**src/rtl/branch_predictor_gshare.sv**
```systemverilog
// rtl/branch_predictor_gshare.sv - gshare direction predictor with tagged direct-mapped BTB
// Combinational lookup for IF, resolved update from ID, saturating mispredict counter.
module branch_predictor_gshare #(
  parameter int DATA_W    = 64,
  parameter int PHT_IDX_W = 6,
  parameter int GHR_W     = 6,
  parameter int CNT_W     = 2,
  parameter int BTB_IDX_W = 4,
  parameter int TAG_W     = 10
) (
  input  logic              clk,
  input  logic              rst,
  input  logic              en,
  input  logic [DATA_W-1:0] fetch_pc,
  output logic              pred_taken,
  output logic [DATA_W-1:0] pred_target,
  output logic              pred_hit,
  input  logic              upd_valid,
  input  logic [DATA_W-1:0] upd_pc,
  input  logic              upd_is_jump,
  input  logic              upd_taken,
  input  logic [DATA_W-1:0] upd_target,
  input  logic              upd_pred_taken,
  input  logic [DATA_W-1:0] upd_pred_target,
  output logic              mispredict,
  output logic [31:0]       perf_mispredicts
);

  localparam int PHT_N = 1 << PHT_IDX_W;
  localparam int BTB_N = 1 << BTB_IDX_W;
  // A zero-length history still needs a 1-bit register; it is simply never written.
  localparam int GW    = (GHR_W > 0) ? GHR_W : 1;
  localparam logic [CNT_W-1:0] CNT_MAX  = '1;
  localparam logic [CNT_W-1:0] CNT_WEAK = CNT_W'((1 << (CNT_W - 1)) - 1);

  logic [CNT_W-1:0]  pht        [PHT_N];
  logic              btb_valid  [BTB_N];
  logic [TAG_W-1:0]  btb_tag    [BTB_N];
  logic [DATA_W-1:0] btb_target [BTB_N];
  logic              btb_jump   [BTB_N];
  logic [GW-1:0]     ghr;
  logic [31:0]       perf_cnt;

  logic [PHT_IDX_W-1:0] hist;
  logic [PHT_IDX_W-1:0] f_pidx, u_pidx;
  logic [BTB_IDX_W-1:0] f_bidx, u_bidx;
  logic [TAG_W-1:0]     f_tag, u_tag;
  logic                 u_t;
  logic                 unused_pc_bits;

  assign unused_pc_bits = ^{fetch_pc, upd_pc};

  always_comb begin
    hist = '0;
    if (GHR_W > 0) hist[GW-1:0] = ghr;
  end

  assign f_pidx = fetch_pc[2 +: PHT_IDX_W] ^ hist;
  assign f_bidx = fetch_pc[2 +: BTB_IDX_W];
  assign f_tag  = fetch_pc[2 + BTB_IDX_W +: TAG_W];
  assign u_pidx = upd_pc[2 +: PHT_IDX_W] ^ hist;
  assign u_bidx = upd_pc[2 +: BTB_IDX_W];
  assign u_tag  = upd_pc[2 + BTB_IDX_W +: TAG_W];
  assign u_t    = upd_is_jump | upd_taken;

  assign pred_hit    = btb_valid[f_bidx] && (btb_tag[f_bidx] == f_tag);
  assign pred_taken  = pred_hit && (btb_jump[f_bidx] || pht[f_pidx][CNT_W-1]);
  assign pred_target = pred_taken ? btb_target[f_bidx] : fetch_pc + DATA_W'(4);

  assign mispredict = upd_valid &&
                      ((u_t != upd_pred_taken) || (u_t && (upd_target != upd_pred_target)));
  assign perf_mispredicts = perf_cnt;

  always_ff @(posedge clk) begin
    if (rst) begin
      for (int i = 0; i < PHT_N; i++) pht[i] <= CNT_WEAK;
      for (int i = 0; i < BTB_N; i++) btb_valid[i] <= 1'b0;
      ghr      <= '0;
      perf_cnt <= '0;
    end else if (en) begin
      if (upd_valid) begin
        if (!upd_is_jump) begin
          if (u_t && pht[u_pidx] != CNT_MAX)
            pht[u_pidx] <= pht[u_pidx] + CNT_W'(1);
          else if (!u_t && pht[u_pidx] != '0)
            pht[u_pidx] <= pht[u_pidx] - CNT_W'(1);
          if (GHR_W > 0) ghr <= GW'({ghr, u_t});
        end
        // Taken outcomes claim the slot outright, evicting any aliasing entry.
        if (u_t) begin
          btb_valid[u_bidx]  <= 1'b1;
          btb_tag[u_bidx]    <= u_tag;
          btb_target[u_bidx] <= upd_target;
          btb_jump[u_bidx]   <= upd_is_jump;
        end
      end
      if (mispredict && perf_cnt != 32'hFFFF_FFFF)
        perf_cnt <= perf_cnt + 32'd1;
    end
  end

endmodule
```
**config.mk**
```make
export PLATFORM = sky130hd
export DESIGN_NAME = branch_predictor_gshare
export DESIGN_NICKNAME = d
export VERILOG_FILES = /design/src/rtl/branch_predictor_gshare.sv
export SDC_FILE = /design/constraint.sdc
export NUM_CORES = 2
export LEC_CHECK = 0
export ABC_CLOCK_PERIOD_IN_PS = 17100
export BUFFER_PORTS_ARGS = -buffer_cell sky130_fd_sc_hd__buf_4
export CORE_MARGIN = 2
export CORE_UTILIZATION = 45
export CTS_CLUSTER_SIZE = 28
export DETAILED_ROUTE_END_ITERATION = 6
export SLEW_MARGIN = 20
export SYNTH_ARGS = -nofsm -noshare
export SYNTH_HDL_FRONTEND = slang
export SYNTH_SLANG_ARGS = --single-unit
```
**constraint.sdc**
```tcl
create_clock -name clk -period 17.1 [get_ports clk]
set_input_delay 1.71 -clock clk [delete_from_list [all_inputs] [get_ports clk]]
set_output_delay 1.71 -clock clk [all_outputs]
set_load 0.02 [all_outputs]
```
# After elaboration in Yosys (flattened, before gate mapping)
# Memories as Yosys holds them, arrays and structs flattened.
# Index checks and enable logic that the tools add are counted.
# totals
input_bits	263
out_inout_bits	99
ramBits	1344
n_memories	5
word_cells	64
register_bits	38
# memory_table
name	depth	word_bits	rd	rd_ports_with_merged_regs	wr	line_no	source
btb_target	16	64	1	0	1	39	logic [DATA_W-1:0] btb_target [BTB_N];
btb_tag	16	10	1	0	1	38	logic [TAG_W-1:0] btb_tag [BTB_N];
pht	64	2	2	0	64	36	logic [CNT_W-1:0] pht [PHT_N];
btb_jump	16	1	1	0	1	40	logic btb_jump [BTB_N];
btb_valid	16	1	1	0	16	37	logic btb_valid [BTB_N];
# op_classes
bitwise	5
n_eq_ne	5
mux	28
addsub	4
reduce_logical	15
# op_table
op	count
adder 64 x 3 -> 64 bit (second input constant)	1
2-to-1 mux 64 bit	1
inequality test 64 bit	1
adder 32 x 1 -> 32 bit (second input constant)	1
inequality test 32 bit (second input constant)	1
2-to-1 mux 1 bit	23
bitwise XOR 6 bit	2
equality test 10 bit	1
logical AND 1 bit	7
2-to-1 mux 6 bit	1
2-to-1 mux 2 bit	2
2-to-1 mux 4 bit	1
AND reduction 3 bit	1
adder 2 x 1 -> 2 bit (second input constant)	1
logical OR 1 bit	2
inequality test 2 bit (second input constant)	1
bitwise OR 1 bit	2
AND reduction 2 bit	1
nonzero test 2 bit	1
OR reduction 2 bit	1
subtractor 2 x 1 -> 2 bit (second input constant)	1
logical NOT 1 bit	1
inequality test 1 bit	1
inverter 1 bit	1
OR reduction 1 bit	1

# Logic depth before layout (Yosys ltp)
# An unclocked memory read counts as a cell.
# logic_depth
ltp_word	14
ltp_mapped	13
ltp_nobuf	9

# Worst setup path before layout
# Ideal clock, no wire load.
# synth_path
kind	input-to-reg
start	input port rst
end	memory btb_jump[0] (enable)
path_buffers	1
cell_stages	4
t_arrival_ns	7.797
required_time_ns	16.497
setup_ns	0.603
setup_slack_ns	8.700
path_cell_list	clkbuf_1 > or3_1 > or3_1 > nor3_1
# synth_via
elab_chain_len	2
# synth_rtl
item	line_no	source
start, declared	12	input logic rst,
2-to-1 mux 1 bit	75	if (rst) begin
2-to-1 mux 1 bit (not written as such)	94	btb_jump[u_bidx] <= upd_is_jump;
end, declared	40	
# Every way passes these cells.

# Worst setup path in the final report
# layout_path
start	input port fetch_pc[4]
end	output port pred_target[3]
# layout_via
elab_chain_len	5
elab_cells_between_ends	11
# layout_rtl
item	line_no	source
start, declared	14	input logic [DATA_W-1:0] fetch_pc,
bitwise XOR 6 bit / memory (16 x 10 bit) (equally long branches)	-	
memory (64 x 2 bit) / equality test 10 bit (equally long branches)	-	
logical OR 1 bit / logical AND 1 bit (equally long branches)	67, 66	
logical AND 1 bit	67	assign pred_taken = pred_hit && (btb_jump[f_bidx] || pht[f_pidx][CNT_W-1]);
2-to-1 mux 64 bit (*)	68	assign pred_target = pred_taken ? btb_target[f_bidx] : fetch_pc + DATA_W'(4);
end, declared	16	output logic [DATA_W-1:0] pred_target,
# Mark *: on every way between the ends. The rest lies on a longest branch, timed or not.

==> impl_metrics.json <==
{
  "outcome": "finished clean",
  "clockBufferDepth": 3,
  "clock-root-buffer": "clkbuf_16",
  "antenna_found_initial": 11,
  "dpl.hpwl_um": 89400,
  "slew_viol_final": 0,
  "cp-end-kind": "output pin",
  "die_w_um": 363.0,
  "pin_count": 362,
  "post-cts-setup-buffer-count": 0,
  "ir_worst_vdd_mv": 0.1059,
  "first_global_vias": 31763,
  "initial_core_util_pct": 45.43,
  "relSlewSlack_pct": 28.48,
  "dp_slack_ns": 7.972,
  "synth_mux_area_share_pct": 17.76,
  "drc": 0,
  "ys_async_sr_fraction_pct": 0,
  "fmax_ghz": 0.1105,
  "num_rows": 131,
  "path_clk_slew_ns": 0.06,
  "setup_slack_ns": 8.054,
  "final.min_clock_period_ns": 9.046,
  "finalHoldViolCount": 0,
  "cts_num_sinks": 1382,
  "htreeDepth": 4,
  "syn_nets": 3255,
  "synth_enable_flop_cells": 1328,
  "synth_compound_area_share_pct": 3.154,
  "vias_per_cell": 6.054,
  "vias": 31022,
  "cts_tree": "yes",
  "min_path_cells": 1,
  "drt-initial-drc-count": 3192,
  "syn_area_sq_um": 58000,
  "area_delta_synth_final_pct": 15.26,
  "worstPathArrival_ns": 7.34,
  "ctsHoldBuffers": 0,
  "hold_path.class": "flop to flop",
  "ys_seq_area_share_pct": 70.62,
  "grt_max_degree": 164,
  "grt_usage_pct": 23.73,
  "tightest_slew_ns": 1.065,
  "grt_pass1_wl_um": 223600,
  "synth-adder-area-share_pct": 0.04314,
  "cap_viol_max_count": 0,
  "rr_worst_depth": 9,
  "p_leak_nw": 21.77,
  "wirelength_um": 155900,
  "layout.nets": 3608,
  "grt.overflow.total": 0,
  "layoutNonFillerInstCount": 5124,
  "yosys.area_share.simple_pct": 4.017,
  "crit_required_ns": 15.39,
  "numCtsBuffers": 145,
  "drive_gt1_share_pct": 32.17,
  "ys.warnings.count": 0,
  "synth_top_family_by_area": "multiplexers",
  "core-area_sq_um": 127700,
  "syn_area_per_cell_sq_um": 19.40,
  "startpoint_type": "input pin",
  "portBuffers": 311,
  "ys.flop_type": "edfxtp_1",
  "syn-instance-count": 2990,
  "dieArea_sq_um": 131800,
  "gp_congestion": 0.8599,
  "tns_ns": 0,
  "ant_nets": 0,
  "finalSetupViolations": 0,
  "yosysTopAreaCellShare_pct": 68.75,
  "postCtsResizedCells": 0,
  "rsz0062_at_grt": "false",
  "wl_per_cell_um": 30.43,
  "yosys.area.top_type": "edfxtp_1",
  "yosysUniqueCellTypes": 76,
  "ys_ff_latch": 1382,
  "dp_cells": 4856,
  "dr.pass1.iters": 5,
  "p_per_area_nw_per_um2": 109.4,
  "clk_latency_ns": 0.77,
  "post-route-period-util_pct": 52.90,
  "die_h_um": 363.0,
  "worst-setup-path-type": "input pin to output pin",
  "synth_area_leaders": "edfxtp_1 (69%), mux4_2 (15%), dfxtp_1 (1.9%), xnor2_1 (1.7%), mux2_2 (1.7%)",
  "skew_ns": 0.02526,
  "path_max_fanout": 40,
  "synth_xor_area_share_pct": 2.688
}
[layer usage]
| metal | wire [um] | vias to the layer above | track usage [%] |
|---|---|---|---|
| met1 | 65330 | 16600 | 33.25 |
| met2 | 75790 | 1246 | 38.36 |
| li1 | - | 12948 | - |
| met5 | 65 | - | 0 |
| met3 | 10570 | 218 | 3.848 |
| met4 | 4179 | 10 | 7.428 |
[per-stage QoR]
stage	instance area [sq um]	hold slack, ns	util (%)	power, mW
floorplan	58000	0.4252	-	4.101
global placement	62150	0.4307	48.67	4.306
detailed placement	62150	0.4436	48.67	4.318
CTS	66770	0.4572	52.29	7.371
global route	66850	0.4631	52.36	7.532
finish	66850	0.4540	52.36	7.317
[cells in the mapped netlist (all sizes together) (4+ instances only)]
master and n:
nor4 25, and3 21, mux4 392, inv 12
nor2b 13, edfxtp 1328, o31ai 5, nor2 140
a32oi 4, buf 96, a21boi 64, xnor2 116
mux2i 48, nor3 23, xor2 53, a221oi 5
o221ai 9, a21oi 17, and4 11, dfxtp 54
or2 4, o22ai 5, a21o 80, clkbuf 72
mux2 88, nand3 49, a22oi 6, a31oi 11
a31o 4, or3 5, nand4 39, nand2 142
o21ai 9
[placed cells by master, fill, tap and decap left out, types with 6 or more instances in the layout]
master,instances
a21boi_1,51
a21o_1,76
nand3_1,44
edfxtp_1,1328
o221ai_1,9
nor3_1,18
clkinv_2,19
nand2_1,141
mux2_2,87
nor2_4,13
inv_1,12
a21boi_2,9
and4_1,11
and3_1,20
mux2i_1,48
nor2b_1,13
a22oi_1,6
xnor2_1,113
a21oi_1,16
mux4_2,392
clkinvlp_4,6
bufinv_16,12
nor4_1,25
clkinv_1,29
clkinv_8,6
nand4_1,39
a31oi_1,11
nor2_1,127
dfxtp_1,54
clkbuf_1,37
o21ai_0,9
clkbuf_16,149
buf_4,368
xor2_1,48
[path summary, 6_finish.rpt]
kind,start,endpoint,slack [ns]
worst min register to register,btb_valid[2],btb_valid[2],0.45
worst max register to register,ghr[0],pht[30][1],11.92
worst max-delay path,fetch_pc[4],pred_target[3],8.05
worst min-delay path,btb_valid[2],btb_valid[2],0.45
[power breakdown]
| group | switching (mW) | internal (mW) | total [mW] |
|---|---|---|---|
| registers | 0.00793 | 3.73 | 3.74 |
| clock network | 1.29 | 1.78 | 3.07 |
| logic | 0.308 | 0.200 | 0.508 |
[registers in the layout (all words and copies together) (netlist names)]
register	flops
btb_tag	160
pht	128
btb_jump	16
btb_valid	16
btb_target	1024
perf_mispredicts	32
ghr	6
[worst max-delay path, cell delays in order]
cell	delay, ns
buf_6	0.53
buf_4	0.76
buf_4	0.67
mux4_2	0.41
mux2i_1	0.17
xnor2_1	0.09
o32ai_1	0.50
nand4_1	0.20
nor4b_1	0.54
nand2_4	0.43
buf_4	0.50
mux2_2	0.42
buf_4	0.18
[cells by family after synthesis]
group / after synthesis
AO/OA/AOI/OAI: 240
multiplexers: 528
buffers and inverters: 183
flip-flops: 1382
XOR/XNOR: 169
AND/OR/NAND/NOR: 486
adder cells (fa/ha/maj): 2
[final cells by class]
type,instances,area [sq um]
repair buffers,376,2910
diodes,5,12.51
fillers,9986,60830
inverters,13,48.80
clock buffers,186,3867
clock inverters,75,749.5
flip-flops and latches,1382,40960
multi-input cells,1425,16230
well taps,1662,2079
Power figures use the tool's default switching activity.
